### src/rtl/lane_arb_pkg.sv
// Shared types and default sizing for the lane arbiter slice.
package lane_arb_pkg;
  localparam int N_DEF         = 4;
  localparam int W_DEF         = 8;
  localparam int MAX_BEATS_DEF = 16;

  typedef enum logic {
    IDLE  = 1'b0,
    BURST = 1'b1
  } state_t;
endpackage

### src/rtl/rr_pick.sv
// Round-robin picker: first set request at or after ptr, wrapping N-1 -> 0.
module rr_pick #(
  parameter int N = 4
) (
  input  logic [N-1:0]         req,
  input  logic [$clog2(N)-1:0] ptr,
  output logic                 found,
  output logic [$clog2(N)-1:0] idx
);
  localparam int IW = $clog2(N);

  // Scan from farthest to nearest so the lane closest to ptr is written last.
  always_comb begin
    found = 1'b0;
    idx   = '0;
    for (int k = N - 1; k >= 0; k--) begin
      if (req[(int'(ptr) + k) % N]) begin
        found = 1'b1;
        idx   = IW'((int'(ptr) + k) % N);
      end
    end
  end
endmodule

### src/rtl/lane_arbiter.sv
// N-lane burst arbiter: round-robin grant held for a whole burst, one
// registered output stage, forced termination after MAX_BEATS beats.
module lane_arbiter
  import lane_arb_pkg::*;
#(
  parameter int N         = N_DEF,
  parameter int W         = W_DEF,
  parameter int MAX_BEATS = MAX_BEATS_DEF
) (
  input  logic                 clk,
  input  logic                 rst,
  input  logic [N-1:0]         req_valid,
  input  logic [N*W-1:0]       req_data,
  input  logic [N-1:0]         req_last,
  output logic [N-1:0]         req_ready,
  output logic                 out_valid,
  output logic [W-1:0]         out_data,
  output logic                 out_last,
  output logic [$clog2(N)-1:0] out_src,
  input  logic                 out_ready,
  output logic                 busy,
  output logic                 err_overrun
);
  localparam int IW = $clog2(N);
  localparam int CW = $clog2(MAX_BEATS + 1);

  state_t        r_state, w_next;
  logic [IW-1:0] r_gnt, r_rr_ptr, w_pick_idx, w_next_ptr;
  logic [CW-1:0] r_cnt;
  logic          w_pick_found, w_can_acc, w_xfer, w_cap, w_last;
  logic          r_out_valid, r_out_last, r_err;
  logic [W-1:0]  r_out_data;
  logic [IW-1:0] r_out_src;

  rr_pick #(.N(N)) u_pick (
    .req   (req_valid),
    .ptr   (r_rr_ptr),
    .found (w_pick_found),
    .idx   (w_pick_idx)
  );

  assign w_can_acc  = !r_out_valid || out_ready;
  assign w_xfer     = (r_state == BURST) && req_valid[r_gnt] && w_can_acc;
  assign w_cap      = (r_cnt == CW'(MAX_BEATS - 1));
  assign w_last     = req_last[r_gnt] || w_cap;
  assign w_next_ptr = (r_gnt == IW'(N - 1)) ? '0 : r_gnt + 1'b1;

  always_ff @(posedge clk or posedge rst) begin
    if (rst) r_state <= IDLE;
    else     r_state <= w_next;
  end

  always_comb begin
    w_next = r_state;
    case (r_state)
      IDLE:    if (w_pick_found)    w_next = BURST;
      BURST:   if (w_xfer && w_last) w_next = IDLE;
      default: w_next = IDLE;
    endcase
  end

  always_comb begin
    req_ready = '0;
    busy      = 1'b0;
    if (r_state == BURST) begin
      busy             = 1'b1;
      req_ready[r_gnt] = w_can_acc;
    end
  end

  // Grant is only reloaded from IDLE, so a lane dropping valid mid-burst keeps it.
  always_ff @(posedge clk or posedge rst) begin
    if (rst) begin
      r_gnt    <= '0;
      r_rr_ptr <= '0;
      r_cnt    <= '0;
    end else begin
      if (r_state == IDLE && w_pick_found) begin
        r_gnt <= w_pick_idx;
        r_cnt <= '0;
      end
      if (w_xfer) begin
        r_cnt <= r_cnt + 1'b1;
        if (w_last) r_rr_ptr <= w_next_ptr;
      end
    end
  end

  always_ff @(posedge clk or posedge rst) begin
    if (rst) begin
      r_out_valid <= 1'b0;
      r_out_data  <= '0;
      r_out_last  <= 1'b0;
      r_out_src   <= '0;
      r_err       <= 1'b0;
    end else begin
      r_err <= w_xfer && w_cap && !req_last[r_gnt];
      if (w_xfer) begin
        r_out_valid <= 1'b1;
        r_out_data  <= req_data[r_gnt*W +: W];
        r_out_last  <= w_last;
        r_out_src   <= r_gnt;
      end else if (out_ready) begin
        r_out_valid <= 1'b0;
      end
    end
  end

  assign out_valid   = r_out_valid;
  assign out_data    = r_out_data;
  assign out_last    = r_out_last;
  assign out_src     = r_out_src;
  assign err_overrun = r_err;
endmodule

### config.mk
export PLATFORM = sky130hd
export DESIGN_NAME = lane_arbiter
export DESIGN_NICKNAME = d
export VERILOG_FILES = /design/src/rtl/lane_arb_pkg.sv /design/src/rtl/rr_pick.sv /design/src/rtl/lane_arbiter.sv
export SDC_FILE = /design/constraint.sdc
export NUM_CORES = 1
export LEC_CHECK = 0
export BUFFER_PORTS_ARGS = -buffer_cell sky130_fd_sc_hd__buf_2
export CAP_MARGIN = 10
export CORE_UTILIZATION = 50
export CTS_CLUSTER_DIAMETER = 60
export DETAILED_ROUTE_END_ITERATION = 6
export GPL_ROUTABILITY_DRIVEN = 1
export GPL_TIMING_DRIVEN = 0
export PLACE_DENSITY = 0.87
export SLEW_MARGIN = 20
export SYNTH_ARGS = -nofsm -noshare
export SYNTH_HDL_FRONTEND = slang
export SYNTH_SLANG_ARGS = --single-unit
export TNS_END_PERCENT = 30
### constraint.sdc
create_clock -name clk -period 3.79 [get_ports clk]
set_input_delay 0.1895 -clock clk [delete_from_list [all_inputs] [get_ports clk]]
set_output_delay 0.1895 -clock clk [all_outputs]
set_load 0.01 [all_outputs]
==> qor.yml, run 1 <==
die:
  io-pin-count: 61
  core-area_mm2: 0.00254
  die_x_um: 54.4
  fp-row-count: 18
  dieArea_mm2: 0.00296
  initial_core_util_pct: 54.0
  die_y_um: 54.4
timing:
  fin_crit_sh_pct: 56.8
  period_minus_slack_ns: 2.15
  worst_pin_slew_ns: 0.881
  timing.slew.headroom_pct: 41.2
  finalClockSkew_ns: 0.00902
  fmax_mhz: 465
  hold_viol: 0
  setup_slack_ns: 1.64
  slew_violations: 0
  setup_viol: 0
  tns_ns: 0
  grt_setup_unrepaired: "false"
clock_tree:
  ctsHtreeMaxLevel: 1
  cts_resized: 0
  postCtsSetupBuffers: 0
  cts_root_buffer: "clkbuf_4"
  hold_buffers: 0
  ctsLongestPathBuffers: 2
  clk_pin_slew_ns: 0.14
  cts_tree: "built"
  cts.sinks: 23
  cts_buffers: 3
  clkLatencyLatePin_ns: 0.33
layout:
  drive_gt1_share_pct: 51.4
  fillers: 199
  area_delta_synth_final_pct: 26.5
  final_cells: 207
  finalNetCount: 227
  final_core_util_pct: 68.3
  diodes: 0
synth:
  yosys.area.top_type: "dfrtp_1"
  ys.flop_type: "dfrtp_1"
  synth_edf_count: 0
  syn_avg_cell_area_um2: 12.2
  synthCells: 113
  yosys_warnings: 0
  yosysUniqueCellTypes: 31
  ys_top_cells_by_area: "dfrtp_1 42%, mux4_2 16%, mux2_2 6.6%"
  ys_seq_area_share_pct: 41.9
  synth_seq_cells: 23
  syn_area_mm2: 0.00137
  ys_async_sr_fraction_pct: 100
  syn-num-nets: 162
  synth_top_area_share_pct: 41.9
global_routing:
  grt_overflow: 0
  grt_usage_pct: 24.6
  grt_max_degree: 24
  grt_pass1_wl_um: 5030
  antenna_found_initial: 0
  grt_pass1_vias: 1115
power_and_ir_drop:
  peakVddDrop_uv: 424
  p_per_area_mw_per_mm2: 709
  p_leak_uw: 0.000878
setup_path:
  path_class: "reg2out"
  startpoint_type: "flop"
  crit_path_end_kind: "output port"
  worst_ep_arrival_time_ns: 1.96
  crit_fanout: 10
  crit_path_start: "r_gnt[1]"
  required_ns: 3.60
  r2r-start: "r_gnt[0]"
place:
  dp_hpwl_um: 2650
  place_inst: 203
  io_buffers: 60
  dp_slack_ns: 1.86
  globalplace.congestion: 0.800
drt:
  route.detailed.drc: 0
  routed_wl_um: 3330
  ant_nets: 0
  drtIter0Drc: 22
  wl_per_cell_um: 16.1
  vias: 1183
  via_per_inst: 5.71
  drt-pass1-iter-count: 4
flow_run:
  cap_viol_max_count: 0
min_path:
  hold_path_class: "in2async"
outcome:
  status: "completed"
layout make-up:
| type | count | area (µm²) | share of cell area [%] |
|---|---|---|---|
| Tap cell | 30 | 37.5 | 2.16 |
| Clock buffer | 4 | 26.3 | 1.51 |
| Buffer | 6 | 40.0 | 2.30 |
| Multi-Input combinational cell | 76 | 728 | 41.9 |
| Timing Repair Buffer | 60 | 300 | 17.3 |
| Sequential cell | 23 | 576 | 33.1 |
| Inverter | 8 | 30.0 | 1.73 |
report_power, final:
| group | leakage (µW) | total (µW) | switching, µW | internal, µW |
|---|---|---|---|---|
| combinational | 0.000579 | 674 | 326 | 348 |
| clock | 0.0000150 | 122 | 80.8 | 41.3 |
| sequential | 0.000283 | 435 | 85.5 | 350 |
worst paths after layout:
check	to	slack [ns]	depth (start not counted)
min reg2reg	out_last	0.50	2
max reg2reg	out_data[1]	1.82	5
min in group clk	r_gnt[1]	0.24	3
max	req_ready[1]	1.64	5
min	err_overrun	0.03	2
max in group asynchronous	out_data[7]	3.22	2
placed cells by master (no fill, tap or decap):
cell,netlist,layout
mux2_4,2,2
nor2_1,2,2
dfrtp_1,23,23
o21bai_4,1,1
nand2b_1,1,1
mux4_2,10,10
mux2_2,8,8
clkbuf_4,0,3
nand3_2,1,1
o21a_1,1,1
buf_2,2,62
xor2_1,1,1
a311o_1,1,1
a21o_1,1,1
a21bo_2,1,1
o31ai_1,1,1
nand2_1,9,9
o22ai_1,2,2
and3_1,5,5
a31o_2,1,1
buf_1,1,1
o21ai_0,9,9
mux2i_1,1,1
buf_6,2,2
nand3_1,5,5
a31oi_1,1,1
nor3b_1,3,3
o221ai_1,1,1
clkbuf_1,1,2
inv_1,8,8
a21oi_1,2,2
ha_1,6,6
synth_stat cells, drive strengths merged (2+ instances only):
cell type  number
buf             5
nand2           9
mux2           10
and3            5
dfrtp          23
nand3           6
nor2            2
mux4           10
ha              6
o22ai           2
a21oi           2
o21ai           9
nor3b           3
inv             8
metal layers:
| layer | up-vias | routed length (µm) | global-route usage, % |
|---|---|---|---|
| met1 | 599 | 1240 | 28.5 |
| met2 | 32 | 1920 | 44.1 |
| li1 | 545 | - | - |
| met5 | - | 0 | 0 |
| met4 | 0 | 69 | 11.1 |
| met3 | 7 | 103 | 3.89 |
flip-flops by register name, summed over array words and instances, names as in the netlist:
name,flops
out_last,1
r_rr_ptr,2
out_src,2
r_cnt,5
err_overrun,1
out_valid,1
r_state,1
r_gnt,2
out_data,8
through the flow:
step           cell area [µm²]  hold WS, ns  power [µW]
6_report                  1740       0.0261        1230
5_1_grt                   1740        0.118        1310
4_1_cts                   1740       0.0514        1230
3_5_place_dp              1710        0.416        1110
3_3_place_gp              1710        0.400        1060
2_1_floorplan             1370        0.191         897
kinds of logic (layout without fill, tap and decap cells):
| group | after synthesis | in the layout | synth area share [%] |
|---|---|---|---|
| adder cells (fa/ha/maj) | 6 | 6 | 5.46 |
| AO/OA/AOI/OAI | 22 | 22 | 11.1 |
| XOR/XNOR | 1 | 1 | 0.638 |
| multiplexers | 21 | 21 | 25.9 |
| flip-flops | 23 | 23 | 41.9 |
| buffers and inverters | 14 | 78 | 5.10 |
| AND/OR/NAND/NOR | 26 | 26 | 9.93 |
critical path, cell delays in order (launching register included):
cell	delay (ns)
dfrtp_1	0.49
buf_1	0.47
inv_1	0.18
ha_1	0.21
and3_1	0.15
buf_2	0.13
No activity file was read; power rests on OpenSTA's default activity.
==> run 2, diff against run 1 <==
--- a/config.mk
+++ b/config.mk
@@ -7,12 +7,12 @@
 export LEC_CHECK = 0
 export BUFFER_PORTS_ARGS = -buffer_cell sky130_fd_sc_hd__buf_2
 export CAP_MARGIN = 10
-export CORE_UTILIZATION = 50
+export CORE_UTILIZATION = 42
 export CTS_CLUSTER_DIAMETER = 60
 export DETAILED_ROUTE_END_ITERATION = 6
 export GPL_ROUTABILITY_DRIVEN = 1
 export GPL_TIMING_DRIVEN = 0
-export PLACE_DENSITY = 0.87
+export PLACE_DENSITY = 0.78
 export SLEW_MARGIN = 20
 export SYNTH_ARGS = -nofsm -noshare
 export SYNTH_HDL_FRONTEND = slang
==> constraint.sdc (replaced) <==
create_clock -name clk -period 1.9 [get_ports clk]
set_input_delay 0.095 -clock clk [delete_from_list [all_inputs] [get_ports clk]]
set_output_delay 0.095 -clock clk [all_outputs]
set_load 0.01 [all_outputs]
==> run 2 against run 1 <==
Clock power is 84% higher. Combinational power is 110% higher. Setup slack worse by 1.6 ns. Sequential share of layout area is 1.5 points lower. Largest cell class unchanged. Largest power group unchanged.
==> qor.yml, run 2 (synthesized netlist as in run 1, its figures left out) <==
outcome:
  status: "completed"
power_and_ir_drop:
  p_leak_uw: 0.000916  # +4.3%
  p_per_area_mw_per_mm2: 1390  # +96%
  total_power_uw: 2530  # +110%
  peakVddDrop_uv: 567  # +34%
layout:
  final_common_cell: "buf_2"
  diodes: 0  # unchanged
  drive_gt1_share_pct: 53.6  # +2.1 points
  fin_area_mm2: 0.00182  # +4.7%
  largest_reg_flops: 8  # unchanged
  final_cells: 227  # +9.7%
  finalNetCount: 233  # +2.6%
  final_cell_mix: "62 x buf_2, 23 x dfrtp_1, 10 x mux4_2, 9 x o21ai_0, 9 x nand2_1"
  area_delta_synth_final_pct: 32.4
timing:
  fin_crit_sh_pct: 97.9
  timing.slew.headroom_pct: 43.1  # +1.9 points
  period_minus_slack_ns: 1.86
  grt_setup_unrepaired: "false"
  slew_violations: 0  # unchanged
  worst_pin_slew_ns: 0.852  # -0.0282 ns
  hold_viol: 0  # unchanged
  setup_viol: 0  # unchanged
  tns_ns: 0  # unchanged
  fmax_mhz: 538
  finalClockSkew_ns: 0.000951  # -0.00807 ns
drt:
  ant_nets: 0  # unchanged
  vias: 1197  # +1.2%
  drtIter0Drc: 34  # +55%
  drt-pass1-iter-count: 4  # unchanged
  wl_per_cell_um: 14.6  # -9.3%
  via_per_inst: 5.27  # -7.7%
  routed_wl_um: 3310  # -0.54%
  route.detailed.drc: 0  # unchanged
place:
  placed_cell_area_mm2: 0.00173  # +1.0%
  globalplace.congestion: 0.759  # -5.1%
  place_inst: 217  # +6.9%
  dp_hpwl_um: 2520  # -5.0%
  io_buffers: 60  # unchanged
clock_tree:
  ctsHtreeMaxLevel: 1  # unchanged
  clkLatencyLatePin_ns: 0.30  # -0.03 ns
  cts_root_buffer: "clkbuf_4"
  cts_tree: "built"
  ctsLongestPathBuffers: 2  # unchanged
  cts_buffers: 3  # unchanged
  cts.sinks: 23  # unchanged
  clk_pin_slew_ns: 0.13  # about the same
global_routing:
  grt_max_degree: 24  # unchanged
  grt_pass1_vias: 1200  # +7.6%
  grt_busiest_layer: "met2"
  grt_pass1_wl_um: 5130  # +1.9%
  antenna_found_initial: 0  # unchanged
  use_met2_pct: 36.0  # -8.2 points
  grt_overflow: 0  # unchanged
  use_met3_pct: 2.62  # -1.3 points
  use_met1_pct: 22.0  # -6.5 points
  grt_usage_pct: 19.6  # -5.0 points
setup_path:
  required_ns: 2.11  # -1.49 ns
  r2r_setup_slack_ns: 0.04  # -1.78 ns
  r2r-start: "r_gnt[0]"
  cp_slowest_cell: "mux4_2"
  crit_path_start: "r_gnt[0]"
  path_class: "reg2reg"
  worst_ep_arrival_time_ns: 2.07  # +0.11 ns
  crit_path_end_kind: "flop"
  crit_top_cell: "buf_6"
  path_cells: "buf_6 -> mux4_2 -> nand3_4 -> buf_6 -> mux2_2"
  crit_fanout: 10  # unchanged
  startpoint_type: "flop"
  slowest_delay_ns: 0.54  # +0.05 ns
die:
  core-area_mm2: 0.00308  # +21%
  die_y_um: 59.2  # +8.8%
  die_x_um: 59.2  # +8.8%
  dieArea_mm2: 0.00350  # +18%
  fp-row-count: 20  # +2
  initial_core_util_pct: 44.6  # -9.3 points
  io-pin-count: 61  # unchanged
min_path:
  min_from: "req_valid[3]"
  hold_path_class: "in2reg"
flow_run:
  cap_viol_max_count: 0  # unchanged
## run 2: per-layer routing
layer,vias up,share of wire [%]
met5,-,0
met2,52,55
met4,0,2.0
met3,6,4.0
met1,580,39
li1,559,-
## run 2: critical path, delay by kind of cell, from the launching register on
kind	cells	cell delay [ns]
DFF	1	0.41
muxes	2	0.88
buffers and inverters	2	0.32
and+or+nand+nor	1	0.14
## run 2: worst paths after layout
| check | to | depth (start not counted) |
|---|---|---|
| min reg2reg | out_src[0] | 2 |
| min in group asynchronous | out_data[5] | 3 |
| max reg2reg | out_data[5] | 5 |
| max | out_data[5] | 5 |
| max in group asynchronous | out_last | 3 |
| min | r_gnt[0] | 3 |
## run 2: timing repair
item	CTS	global route
endpoints found under the setup margin	8	11
setup buffers	0	5
pin swaps	0	0
gates resized for setup	3	1
endpoints found under the hold margin	23	0
hold buffers	1	0
## run 2: final cells by class
cell class | instances | area (µm²)
inverter | 8 | 30.0
timing repair buffer | 66 | 348
clock inverter | 1 | 5.00
tap | 44 | 55.1
sequential | 23 | 576
buffer | 6 | 47.5
clock buffer | 3 | 22.5
fill | 245 | 1260
multi-input combinational | 76 | 736
## run 2: where the power goes
group	internal (µW)	switching, µW	total (µW)	leakage, µW
registers	698	167	865	0.000283
logic	772	670	1440	0.000614
clock network	78.5	146	225	0.0000177
## run 2: per-stage QoR
| step | util, % | worst slack [ns] | hold slack, ns |
|---|---|---|---|
| 2_1_floorplan | - | 0.154 | 0.0969 |
| 4_1_cts | 57.8 | 0.000616 | 0.159 |
| 6_report | 59.1 | 0.0396 | 0.170 |
| 3_5_place_dp | 56.2 | 0.0183 | 0.317 |
| 5_1_grt | 59.1 | 0.00375 | 0.193 |
| 3_3_place_gp | 56.2 | 0.0497 | 0.296 |
==> run 3, diff against run 2 <==
--- a/config.mk
+++ b/config.mk
@@ -7,12 +7,13 @@
 export LEC_CHECK = 0
 export BUFFER_PORTS_ARGS = -buffer_cell sky130_fd_sc_hd__buf_2
 export CAP_MARGIN = 10
-export CORE_UTILIZATION = 42
+export CORE_UTILIZATION = 44
+export CTS_BUF_LIST = sky130_fd_sc_hd__clkbuf_4
 export CTS_CLUSTER_DIAMETER = 60
 export DETAILED_ROUTE_END_ITERATION = 6
 export GPL_ROUTABILITY_DRIVEN = 1
 export GPL_TIMING_DRIVEN = 0
-export PLACE_DENSITY = 0.78
+export PLACE_DENSITY = 0.81
 export SLEW_MARGIN = 20
 export SYNTH_ARGS = -nofsm -noshare
 export SYNTH_HDL_FRONTEND = slang
==> run 3 against run 2 <==
The flow now finishes with violations (design-rule violations). Clock skew up 0.010 ns. Combinational power down 3%. Power down 1.1%. Count of clock-buffer cells in the layout up 1. Sequential power down 1%. Non-clock buffer count down 2. Sequential cell count unchanged. Final area down 1.6%. Global-route usage up 2.4 points. Clock power up 9.3%. Wire length up 3.7%. Final cell count down 6.6%.
==> qor.yml, run 3 (synthesized netlist as in run 1, its figures left out) <==
outcome:
  status: "finished with violations"
  violations: "design-rule violations"
drt:
  vias: 1177  # -1.7%
  drtIter0Drc: 46  # +35%
  via_per_inst: 5.55  # +5.3%
  routed_wl_um: 3440  # +3.7%
  drt-pass1-iter-count: 7  # +3
  ant_nets: 0  # unchanged
  wl_per_cell_um: 16.2  # +11%
  route.detailed.drc: 1  # +1
power_and_ir_drop:
  pwr-share-clk_pct: 9.8  # +0.9 points
  p_leak_uw: 0.000906  # -1.0%
  power_frac_comb_pct: 56.0  # -1.0 points
  p_sw_uw: 962  # -2.2%
  switching_share_pct: 38.4  # -0.41 points
  seqPwrFrac_pct: 34.1  # about the same
  peakVddDrop_uv: 533  # -6.0%
  p_per_area_mw_per_mm2: 1400  # +0.48%
  p_int_uw: 1540  # -0.44%
global_routing:
  grt_overflow: 0  # unchanged
  grt_pass1_vias: 1254  # +4.5%
  grt_max_degree: 24  # unchanged
  antenna_found_initial: 0  # unchanged
  grt_usage_pct: 22.0  # +2.4 points
  grt_pass1_wl_um: 5580  # +8.9%
clock_tree:
  cts.sinks: 23  # unchanged
  cts_buffers: 3  # unchanged
  ctsLongestPathBuffers: 2  # unchanged
  clkLatencyLatePin_ns: 0.32  # +0.02 ns
  cts_root_buffer: "clkbuf_4"
  clk_pin_slew_ns: 0.13  # about the same
  cts_tree: "built"
  ctsHtreeMaxLevel: 1  # unchanged
die:
  dieArea_mm2: 0.00335  # -4.4%
  initial_core_util_pct: 48.2  # +3.5 points
  die_y_um: 57.9  # -2.2%
  fp-row-count: 19  # -5.0%
  core-area_mm2: 0.00285  # -7.3%
  io-pin-count: 61  # unchanged
  die_x_um: 57.9  # -2.2%
timing:
  worst_pin_slew_ns: 0.869  # +0.0169 ns
  setup_viol: 0  # unchanged
  fmax_mhz: 551  # +2.5%
  timing.slew.headroom_pct: 42.0  # -1.1 points
  fin_crit_sh_pct: 95.5  # -2.4 points
  finalClockSkew_ns: 0.0113  # +0.0103 ns
  grt_setup_unrepaired: "false"
  period_minus_slack_ns: 1.82  # -0.0453 ns
  tns_ns: 0  # unchanged
  slew_violations: 0  # unchanged
  hold_viol: 0  # unchanged
layout:
  diodes: 0  # unchanged
  area_delta_synth_final_pct: 30.3
  finalNetCount: 231  # -0.86%
  final_cells: 212  # -6.6%
  drive_gt1_share_pct: 53.0  # -0.51 points
  largest_reg_flops: 8  # unchanged
  final_cell_mix: "62 x buf_2, 23 x dfrtp_1, 10 x mux4_2, 9 x o21ai_0, 9 x nand2_1"
  final_common_cell: "buf_2"
place:
  io_buffers: 60  # unchanged
  globalplace.congestion: 0.768  # +1.1%
  dp_hpwl_um: 2680  # +6.4%
  place_inst: 204  # -6.0%
setup_path:
  worst_ep_arrival_time_ns: 2.02  # -0.05 ns
  required_ns: 2.10  # about the same
  startpoint_type: "flop"
  ff2ff_path_depth: 5  # unchanged
  crit_fanout: 6  # -4
  path_class: "reg2reg"
  crit_path_end_kind: "flop"
min_path:
  hold_path_class: "in2reg"
  whs_path_depth: 3  # unchanged
flow_run:
  cap_viol_max_count: 0  # unchanged
-- run 3: cell types whose count changed in the layout (fill, tap and decap cells not counted) --
| cell | change |
|---|---|
| clkinv_2 | -1 |
| clkbuf_4 | +2 |
| buf_8 | +1 |
| buf_4 | -2 |
| buf_6 | -2 |
-- run 3: repair_timing --
action / in CTS / in global routing
setup endpoints to repair: 11 / 11
hold buffers: 1 / 0
gates resized for setup: 1 / 3
buffers inserted: 1 / 2
endpoints found under the hold margin: 23 / 0
-- run 3: metal layers --
layer	wire length, µm	part of all wire (%)	global-route usage, %	vias up
li1	-	-	-	553
met1	1390	40	25.8	575
met2	1810	53	39.6	39
met3	136	4.0	3.35	10
met4	104	3.0	9.86	0
met5	0	0	0	-
-- run 3: final timing paths --
path	startpoint	endpoint	slack, ns
min in group asynchronous	rst	r_cnt[4]	0.50
worst min-delay path	req_valid[3]	r_gnt[0]	0.14
max in group asynchronous	rst	out_data[2]	0.86
worst max register to register	r_gnt[0]	r_rr_ptr[0]	0.08
worst min register to register	out_last	out_last	0.50
worst max-delay path	r_gnt[0]	r_rr_ptr[0]	0.08
-- run 3: final cells by class --
| class | instances | area (µm²) |
|---|---|---|
| plain buffers | 6 | 47.5 |
| clock buffers | 4 | 30.0 |
| fillers | 254 | 1060 |
| inverters | 8 | 30.0 |
| multi-input cells | 76 | 736 |
| flip-flops and latches | 23 | 576 |
| well taps | 31 | 38.8 |
| repair buffers | 64 | 333 |
-- run 3: worst max-delay path, cell delays in order, from the launching register on --
cell and delay [ns]:
dfrtp_1 0.39, buf_6 0.13, mux4_2 0.54, nand3_4 0.15, o21bai_4 0.17, mux2_4 0.32
-- run 3: power groups by stage --
| stage | logic [µW] | clock network (µW) | registers, µW |
|---|---|---|---|
| global route | 1540 | 272 | 882 |
| finish | 1400 | 246 | 855 |
| detailed placement | 1340 | 0 | 863 |
| global placement | 1290 | 0 | 845 |
| floorplan | 889 | 0 | 900 |
| CTS | 1360 | 250 | 848 |
-- run 3: through the flow --
stage / hold WS (ns) / utilization [%] / cell area, µm² / power [µW] / setup WS (ns)
4_1_cts: 0.135 / 61.8 / 1760 / 2460 / 0.0167
6_report: 0.141 / 62.8 / 1790 / 2500 / 0.0849
3_5_place_dp: 0.312 / 60.0 / 1710 / 2200 / 0.0101
3_3_place_gp: 0.312 / 60.0 / 1710 / 2130 / 0.0437
5_1_grt: 0.143 / 62.8 / 1790 / 2690 / 0.0391
2_1_floorplan: 0.0969 / - / 1370 / 1790 / 0.154
